[src/rtl/network_interface.sv]
`default_nettype none
// ============================================================================
// Module   : network_interface
// Brief    : Credit-based host-to-router NIC: one-entry TX hold, RX FIFO with
//            credit return, sticky error flags and wrapping flit counters.
// Revision : 1.0
// ============================================================================
module network_interface #(
    parameter logic [3:0] XCOORD     = 4'd0,
    parameter logic [3:0] YCOORD     = 4'd0,
    parameter int         TX_CREDITS = 4,
    parameter int         RX_DEPTH   = 4
) (
    input  logic        clk,
    input  logic        rst,
    input  logic        host_tx_valid,
    output logic        host_tx_ready,
    input  logic [7:0]  host_tx_dest,
    input  logic [7:0]  host_tx_payload,
    output logic [15:0] tx_data,
    output logic        tx_enable,
    input  logic        tx_credit,
    input  logic [15:0] rx_data,
    input  logic        rx_enable,
    output logic        rx_credit,
    output logic        host_rx_valid,
    input  logic        host_rx_ready,
    output logic [15:0] host_rx_data,
    output logic        err_overflow,
    output logic        err_credit,
    output logic        err_misroute,
    output logic [15:0] tx_count,
    output logic [15:0] rx_count
);

    localparam int CW = $clog2(TX_CREDITS + 1);
    localparam int AW = $clog2(RX_DEPTH);

    localparam logic [CW-1:0] c_max_credit = CW'(TX_CREDITS);
    localparam logic [CW-1:0] c_credit_one = CW'(1);
    localparam logic [AW-1:0] c_ptr_one    = AW'(1);
    localparam logic [AW:0]   c_fill_one   = (AW+1)'(1);
    localparam logic [AW:0]   c_rx_depth   = (AW+1)'(RX_DEPTH);
    localparam logic [7:0]    c_local_addr = {XCOORD, YCOORD};

    // ---------------- TX path ----------------
    logic [15:0]   r_hold;
    logic          r_hold_valid;
    logic [CW-1:0] r_credit;
    logic          r_tx_enable;
    logic [15:0]   r_tx_data;
    logic [15:0]   r_tx_count;
    logic          r_err_credit;

    logic w_send_now;
    logic w_tx_accept;

    assign w_send_now    = r_hold_valid && (r_credit != '0);
    assign host_tx_ready = !r_hold_valid || w_send_now;
    assign w_tx_accept   = host_tx_valid && host_tx_ready;

    always_ff @(posedge clk) begin
        if (rst) begin
            r_hold       <= '0;
            r_hold_valid <= 1'b0;
            r_credit     <= c_max_credit;
            r_tx_enable  <= 1'b0;
            r_tx_data    <= '0;
            r_tx_count   <= '0;
            r_err_credit <= 1'b0;
        end else begin
            r_tx_enable <= w_send_now;
            if (w_send_now) begin
                r_tx_data  <= r_hold;
                r_tx_count <= r_tx_count + 16'd1;
            end

            // A new flit can replace the one leaving in the same cycle.
            if (w_tx_accept) begin
                r_hold       <= {host_tx_payload, host_tx_dest};
                r_hold_valid <= 1'b1;
            end else if (w_send_now) begin
                r_hold_valid <= 1'b0;
            end

            case ({w_send_now, tx_credit})
                2'b10: r_credit <= r_credit - c_credit_one;
                2'b01: begin
                    if (r_credit == c_max_credit) begin
                        r_err_credit <= 1'b1;
                    end else begin
                        r_credit <= r_credit + c_credit_one;
                    end
                end
                default: ;
            endcase
        end
    end

    // ---------------- RX path ----------------
    logic [15:0]   r_rx_mem [RX_DEPTH];
    logic [AW-1:0] r_wr_ptr;
    logic [AW-1:0] r_rd_ptr;
    logic [AW:0]   r_fill;
    logic          r_rx_credit;
    logic [15:0]   r_rx_count;
    logic          r_err_overflow;
    logic          r_err_misroute;

    logic w_rx_pop;
    logic w_rx_full;
    logic w_rx_push;

    assign host_rx_valid = (r_fill != '0);
    assign host_rx_data  = r_rx_mem[r_rd_ptr];
    assign w_rx_pop      = host_rx_valid && host_rx_ready;
    // A pop in the same cycle frees a slot for the incoming flit.
    assign w_rx_full     = (r_fill == c_rx_depth) && !w_rx_pop;
    assign w_rx_push     = rx_enable && !w_rx_full;

    always_ff @(posedge clk) begin
        if (w_rx_push) begin
            r_rx_mem[r_wr_ptr] <= rx_data;
        end
    end

    always_ff @(posedge clk) begin
        if (rst) begin
            r_wr_ptr       <= '0;
            r_rd_ptr       <= '0;
            r_fill         <= '0;
            r_rx_credit    <= 1'b0;
            r_rx_count     <= '0;
            r_err_overflow <= 1'b0;
            r_err_misroute <= 1'b0;
        end else begin
            r_rx_credit <= w_rx_pop;
            if (w_rx_push) begin
                r_wr_ptr   <= r_wr_ptr + c_ptr_one;
                r_rx_count <= r_rx_count + 16'd1;
                if (rx_data[7:0] != c_local_addr) begin
                    r_err_misroute <= 1'b1;
                end
            end
            if (rx_enable && w_rx_full) begin
                r_err_overflow <= 1'b1;
            end
            if (w_rx_pop) begin
                r_rd_ptr <= r_rd_ptr + c_ptr_one;
            end
            case ({w_rx_push, w_rx_pop})
                2'b10:   r_fill <= r_fill + c_fill_one;
                2'b01:   r_fill <= r_fill - c_fill_one;
                default: ;
            endcase
        end
    end

    assign tx_data      = r_tx_data;
    assign tx_enable    = r_tx_enable;
    assign rx_credit    = r_rx_credit;
    assign err_overflow = r_err_overflow;
    assign err_credit   = r_err_credit;
    assign err_misroute = r_err_misroute;
    assign tx_count     = r_tx_count;
    assign rx_count     = r_rx_count;

endmodule
`default_nettype wire
[config.mk]
export PLATFORM = sky130hd
export DESIGN_NAME = network_interface
export DESIGN_NICKNAME = d
export VERILOG_FILES = /design/src/rtl/network_interface.sv
export SDC_FILE = /design/constraint.sdc
export NUM_CORES = 1
export LEC_CHECK = 0
export CAP_MARGIN = 20
export CORE_MARGIN = 2
export CORE_UTILIZATION = 47
export DETAILED_ROUTE_END_ITERATION = 7
export PLACE_DENSITY = 0.73
export SYNTH_ARGS = -nofsm -noshare
export SYNTH_HDL_FRONTEND = slang
export SYNTH_SLANG_ARGS = --single-unit
export TNS_END_PERCENT = 10
[constraint.sdc]
create_clock -name clk -period 2.5 [get_ports clk]
set_clock_uncertainty 0.2 [all_clocks]
set_input_delay 0.375 -clock clk [delete_from_list [all_inputs] [get_ports clk]]
set_output_delay 0.375 -clock clk [all_outputs]
set_load 0.1 [all_outputs]
==> impl_metrics.env, run 1 <==
export IMPL_vias=4234
export IMPL_clk_pin_slew_ns=0.06
export IMPL_finalSetupViolCount=0
export IMPL_n_antenna_cell=0
export IMPL_cp_common_cell="or2_2"
export IMPL_rows=40
export IMPL_grt_pass1_wl_mm=20.29
export IMPL_rsz0062_at_grt="false"
export IMPL_cp_arrival_ns=2.52
export IMPL_drc=0
export IMPL_area_delta_synth_final_pct=34.63
export IMPL_cpMaxStageDelayCell="dfxtp_1"
export IMPL_yosys_warnings=0
export IMPL_synth_seq_area_share_pct=61.41
export IMPL_powerDensity_mw_per_mm2=891.4
export IMPL_htree_levels=4
export IMPL_dp_cells=747
export IMPL_setup_tns_ns=0
export IMPL_fill_cells=909
export IMPL_p_sw_share_pct=29.25
export IMPL_io_pins=109
export IMPL_worstSkewPairLatency_ns=0.41
export IMPL_leakage_nw=2.883
export IMPL_wire_per_inst_um=16.12
export IMPL_die_w_um=115.1
export IMPL_syn_area_per_cell_um2=11.45
export IMPL_drive_gt1_share_pct=23.30
export IMPL_cts_buffers=17
export IMPL_hold_viol=0
export IMPL_port_buffers=108
export IMPL_tightest_slew_ns=0.5540
export IMPL_cts_root_buf="clkbuf_16"
export IMPL_utilization_pct=65.04
export IMPL_crit_fanout=8
export IMPL_layout_commonest_cell="nand2_1"
export IMPL_yosys_area_top_type="edfxtp_1"
export IMPL_holdBufCountCts=0
export IMPL_async_flop_share_pct=0
export IMPL_fin_area_mm2=0.007812
export IMPL_synthTopCellsByArea="edfxtp_1 (33%), dfxtp_1 (28%), mux4_2 (6.2%)"
export IMPL_ant_nets=0
export IMPL_grt_max_degree=82
export IMPL_drt_wl_total_mm=12.54
export IMPL_place_hpwl_mm=8.409
export IMPL_initial_core_util_pct=48.31
export IMPL_stdcell_count=778
export IMPL_cts_tree="done"
export IMPL_drtIter0Drc=228
export IMPL_die_h_um=115.1
export IMPL_cp_cell_sequence="or3_4, nand2_1, or2_2, fa_1, nor2_1, a2bb2oi_1, or2_2, a21oi_1"
export IMPL_p_switching_w=0.002037
export IMPL_layout_nets=665
export IMPL_ys_types=44
export IMPL_grt_total_usage_pct=19.91
export IMPL_total_power_w=0.006964
export IMPL_yosys_most_used_dff="dfxtp_1"
export IMPL_antenna_found_initial=0
export IMPL_fin_crit_ns=2.385
export IMPL_clockPowerShare_pct=39.1
export IMPL_cts_sinks=146
export IMPL_cts_path_max_buffers=2
export IMPL_synth_edf_count=64
export IMPL_most_common_layout_cells="nand2_1 (81), dfxtp_1 (80), buf_4 (66)"
export IMPL_min_path_type="input port to flip-flop"
export IMPL_grt_pass1_vias=4037
export IMPL_fin_crit_sh_pct=95.39
export IMPL_startpoint_type="flip-flop"
export IMPL_critPathKind="flip-flop to flip-flop"
export IMPL_routabilityCongestion=0.7796
export IMPL_dieArea_mm2=0.01325
export IMPL_path_delay_family="simple AND/OR/NAND/NOR gates"
export IMPL_grt_ovfl_total=0
export IMPL_place_area_mm2=0.007168
export IMPL_postSynthCellCount=507
export IMPL_core_mm2=0.01201
export IMPL_relSlewSlack_pct=62.55
export IMPL_seq_power_share_pct=38.9
export IMPL_ir_worst_vdd_mv=0.5188
export IMPL_syn_area_mm2=0.005803
export IMPL_crit_buf_inv=0
export IMPL_p_int_w=0.004927
export IMPL_ys_ff_latch=146
export IMPL_setup_worst_path_end_class="flip-flop"
export IMPL_status="completed"
export IMPL_cap_viol_max_count=0
export IMPL_combPwrFrac_pct=22.0
export IMPL_vias_per_cell=5.442
export IMPL_maxSlewViolCount=0
export IMPL_required_ns=2.64
export IMPL_dr_pass1_iters=5
export IMPL_synth_net_count=553
export IMPL_fmaxAchievable_mhz=419.3
export IMPL_yosys_area_top_type_share_pct=33.12
export IMPL_cpPeakStageDelay_ns=0.48
==> synthesized netlist by cell type, drive strengths merged (7+ instances only) <==
cell type	count
nor2	39
nand3	14
a21oi	50
o21ai	8
dfxtp	82
xor2	19
mux4	16
edfxtp	64
inv	9
nand4	10
and3	10
nand2	81
clkbuf	26
xnor2	7
or3	9
==> power groups by stage <==
stage	sequential [W]	clock, W	combinational, W
after global placement	0.00275	0	0.00150
final	0.00271	0.00272	0.00153
after floorplan	0.00287	0	0.000894
after global routing	0.00272	0.00289	0.00160
after CTS	0.00271	0.00277	0.00154
after detailed placement	0.00276	0	0.00153
==> final cells by class <==
| cell class | count | area, µm² | share of cell area [%] |
|---|---|---|---|
| flip-flops and latches | 146 | 3566 | 45.64 |
| multi-input cells | 320 | 2096 | 26.83 |
| repair buffers | 125 | 1292 | 16.54 |
| clock buffers | 18 | 429.2 | 5.493 |
| clock inverters | 13 | 211.5 | 2.707 |
| well taps | 147 | 183.9 | 2.354 |
| inverters | 9 | 33.78 | 0.4324 |
==> registers in the layout (all words and copies together), names as in the netlist, named ones only <==
name / flops
r_rx_mem: 64
r_hold: 16
rx_count: 16
tx_count: 16
tx_data: 16
r_credit: 3
r_fill: 3
r_rd_ptr: 2
r_wr_ptr: 2
err_credit: 1
err_misroute: 1
err_overflow: 1
r_hold_valid: 1
rx_credit: 1
tx_enable: 1
==> path summary, 6_finish.rpt <==
kind              start     endpoint  slack, ns  cells past startpoint
max reg2reg   r_fill[1]    r_fill[2]       0.12                      8
min reg2reg  r_hold[12]  tx_data[12]       0.25                      2
max           r_fill[1]    r_fill[2]       0.12                      8
min                 rst  tx_count[9]       0.25                      3
==> timing repair <==
action,4_1_cts,5_1_grt
resized for setup,0,1
buffers inserted,0,0
setup endpoints to repair,0,2
endpoints found under the hold margin,0,0
==> metal layers <==
metal  up-vias  track usage (%)  routed length, µm
met3        13            5.061                680
li1       2044                -                  -
met2       130            32.08               6289
met5         -                0                  0
met4         0            7.952                139
met1      2047            25.91               5434
==> cells by family after synthesis <==
kind of cell	synth area share (%)
adders and majority gates	1.984
buffers and inverters	2.781
DFF	61.41
and+or+nand+nor	15.59
AOI/OAI and AO/OA	7.935
muxes	6.382
xor gates and xnor gates	3.924
==> through the flow <==
step                      setup WS (ns)  hold slack, ns
after CTS                       0.04713          0.2323
final                            0.1151          0.2484
after detailed placement       -0.09579          0.2443
after global routing            0.02542          0.2544
after global placement         -0.05961          0.2366
after floorplan                 -0.1168          0.2321
==> tightest hold or removal path, delay by kind of cell <==
kind / cells / cell delay [ns]
buffers and inverters: 2 / 0.32
AND/OR/NAND/NOR: 1 / 0.12
No activity file was read; power rests on OpenSTA's default activity.
==> run 2, diff against run 1 <==
- SLEW_MARGIN: not set -> 25
==> results of run 2 <==
No change in the layout: final DEF, timing and power equal those of run 1.
==> run 3, diff against run 2 <==
- PLACE_DENSITY: 0.73 -> 0.83
==> impl_metrics.env, run 3 (synthesis gave the netlist of run 1 again) <==
export IMPL_powerDensity_mw_per_mm2=838.6
export IMPL_ir_worst_vdd_mv=0.5100
export IMPL_vias_per_cell=5.303
export IMPL_cts_resized=0
export IMPL_place_hpwl_mm=8.321
export IMPL_holdBufCountCts=0
export IMPL_htree_levels=4
export IMPL_cts_path_max_buffers=2
export IMPL_vias=4126
export IMPL_p_sw_share_pct=29.93
export IMPL_die_h_um=115.1
export IMPL_n_antenna_cell=0
export IMPL_port_buffers=108
export IMPL_multi_input_area_mm2=0.002096
export IMPL_fin_crit_sh_pct=95.70
export IMPL_cpPeakStageDelay_ns=0.61
export IMPL_most_common_layout_cells="nand2_1 (81), dfxtp_1 (80), buf_4 (66)"
export IMPL_antenna_found_initial=0
export IMPL_area_delta_synth_final_pct=32.56
export IMPL_layout_nets=664
export IMPL_whs_ns=0.2466
export IMPL_utilization_pct=64.04
export IMPL_core_mm2=0.01201
export IMPL_grt_pass1_vias=4014
export IMPL_dr_pass1_iters=4
export IMPL_setup_worst_path_end_class="output pin"
export IMPL_total_power_w=0.006451
export IMPL_post_cts_buffers=0
export IMPL_drtIter0Drc=145
export IMPL_worstSkewPairLatency_ns=0.41
export IMPL_wire_per_inst_um=15.43
export IMPL_min_path_type="flip-flop to flip-flop"
export IMPL_clockPowerShare_pct=34.7
export IMPL_cpMaxStageDelayCell="mux4_2"
export IMPL_rsz0062_at_grt="false"
export IMPL_setup_ws_ns=0.1075
export IMPL_clk_pin_slew_ns=0.06
export IMPL_relSlewSlack_pct=61.65
export IMPL_fin_crit_ns=2.393
export IMPL_drive_gt1_share_pct=22.66
export IMPL_regArea_mm2=0.003566
export IMPL_combPwrFrac_pct=23.3
export IMPL_crit_buf_inv=2
export IMPL_cap_viol_max_count=0
export IMPL_drc=0
export IMPL_fmaxAchievable_mhz=418.0
export IMPL_cts_buffers=17
export IMPL_layout_commonest_cell="nand2_1"
export IMPL_grt_total_usage_pct=19.14
export IMPL_leakage_nw=2.841
export IMPL_die_w_um=115.1
export IMPL_initial_core_util_pct=48.31
export IMPL_cp_cell_sequence="buf_4, mux4_2, buf_12"
export IMPL_cp_arrival_ns=1.82
export IMPL_critPathKind="flip-flop to output pin"
export IMPL_cts_tree="done"
export IMPL_rows=40
export IMPL_startpoint_type="flip-flop"
export IMPL_hold_viol=0
export IMPL_seq_power_share_pct=42.0
export IMPL_ant_nets=0
export IMPL_dieArea_mm2=0.01325
export IMPL_status="completed"
export IMPL_p_int_w=0.004520
export IMPL_io_pins=109
export IMPL_path_delay_family="multiplexers"
export IMPL_grt_ovfl_total=0
export IMPL_top_register="r_rx_mem"
export IMPL_required_ns=1.92
export IMPL_grt_pass1_wl_mm=19.35
export IMPL_drt_wl_total_mm=12.01
export IMPL_cts_sinks=146
export IMPL_p_switching_w=0.001931
export IMPL_crit_fanout=16
export IMPL_maxSlewViolCount=0
export IMPL_finalSetupViolCount=0
export IMPL_pre_cts_ws_ns=-0.04400
export IMPL_cts_root_buf="clkbuf_16"
export IMPL_routabilityCongestion=0.8331
export IMPL_grt_max_degree=82
export IMPL_fill_cells=898
export IMPL_tightest_slew_ns=0.5752
export IMPL_largest_register_ffs=64
run 3: cell types whose count changed in the layout (fill, tap and decap cells not counted), sizes merged:
cell,delta
buf,-1
bufinv,-5
clkbuf,+8
clkinv,+2
clkinvlp,-4
run 3: worst paths after layout:
kind / cells past startpoint / slack [ns] / to / from
max reg2reg: 8 / 0.16 / r_fill[2] / r_fill[0]
min: 2 / 0.25 / tx_data[2] / r_hold[2]
min reg2reg: 2 / 0.25 / tx_data[2] / r_hold[2]
max: 3 / 0.11 / host_rx_data[9] / flip-flop
run 3: layer usage:
| metal | global-route usage, % | wire length (µm) | vias to the layer above |
|---|---|---|---|
| li1 | - | - | 2039 |
| met1 | 23.33 | 5303 | 1962 |
| met2 | 31.76 | 5969 | 116 |
| met3 | 5.377 | 605 | 9 |
| met4 | 8.675 | 127 | 0 |
| met5 | 0 | 0 | - |
run 3: cell type report:
| class | count | area share (%) |
|---|---|---|
| Inverter | 9 | 0.4392 |
| Clock buffer | 26 | 6.490 |
| Timing Repair Buffer | 124 | 16.66 |
| Sequential cell | 146 | 46.36 |
| Tap cell | 147 | 2.391 |
| Multi-Input combinational cell | 320 | 27.24 |
| Clock inverter | 6 | 0.4229 |
run 3: power by group through the flow:
stage	Sequential [W]	Combinational [W]	Clock (W)
after floorplan	0.00287	0.000894	0
after global placement	0.00275	0.00148	0
after detailed placement	0.00276	0.00151	0
after CTS	0.00271	0.00152	0.00229
after global routing	0.00272	0.00158	0.00239
final	0.00271	0.00150	0.00224
run 3: worst reg2reg max path, delay by kind of cell, from the launching register on:
family,cells,cell delay [ns]
compound gates,2,0.19
simple gates,5,1.00
flops,1,0.49
fa+ha+maj,1,0.41
run 3: metrics by stage:
step                      cells  setup TNS, ns  area, µm²
after floorplan             507        -0.4684       5823
after global placement      746              0       7161
after detailed placement    746        -0.7746       7161
after CTS                   778              0       7692
after global routing        778              0       7692
final                       778              0       7692
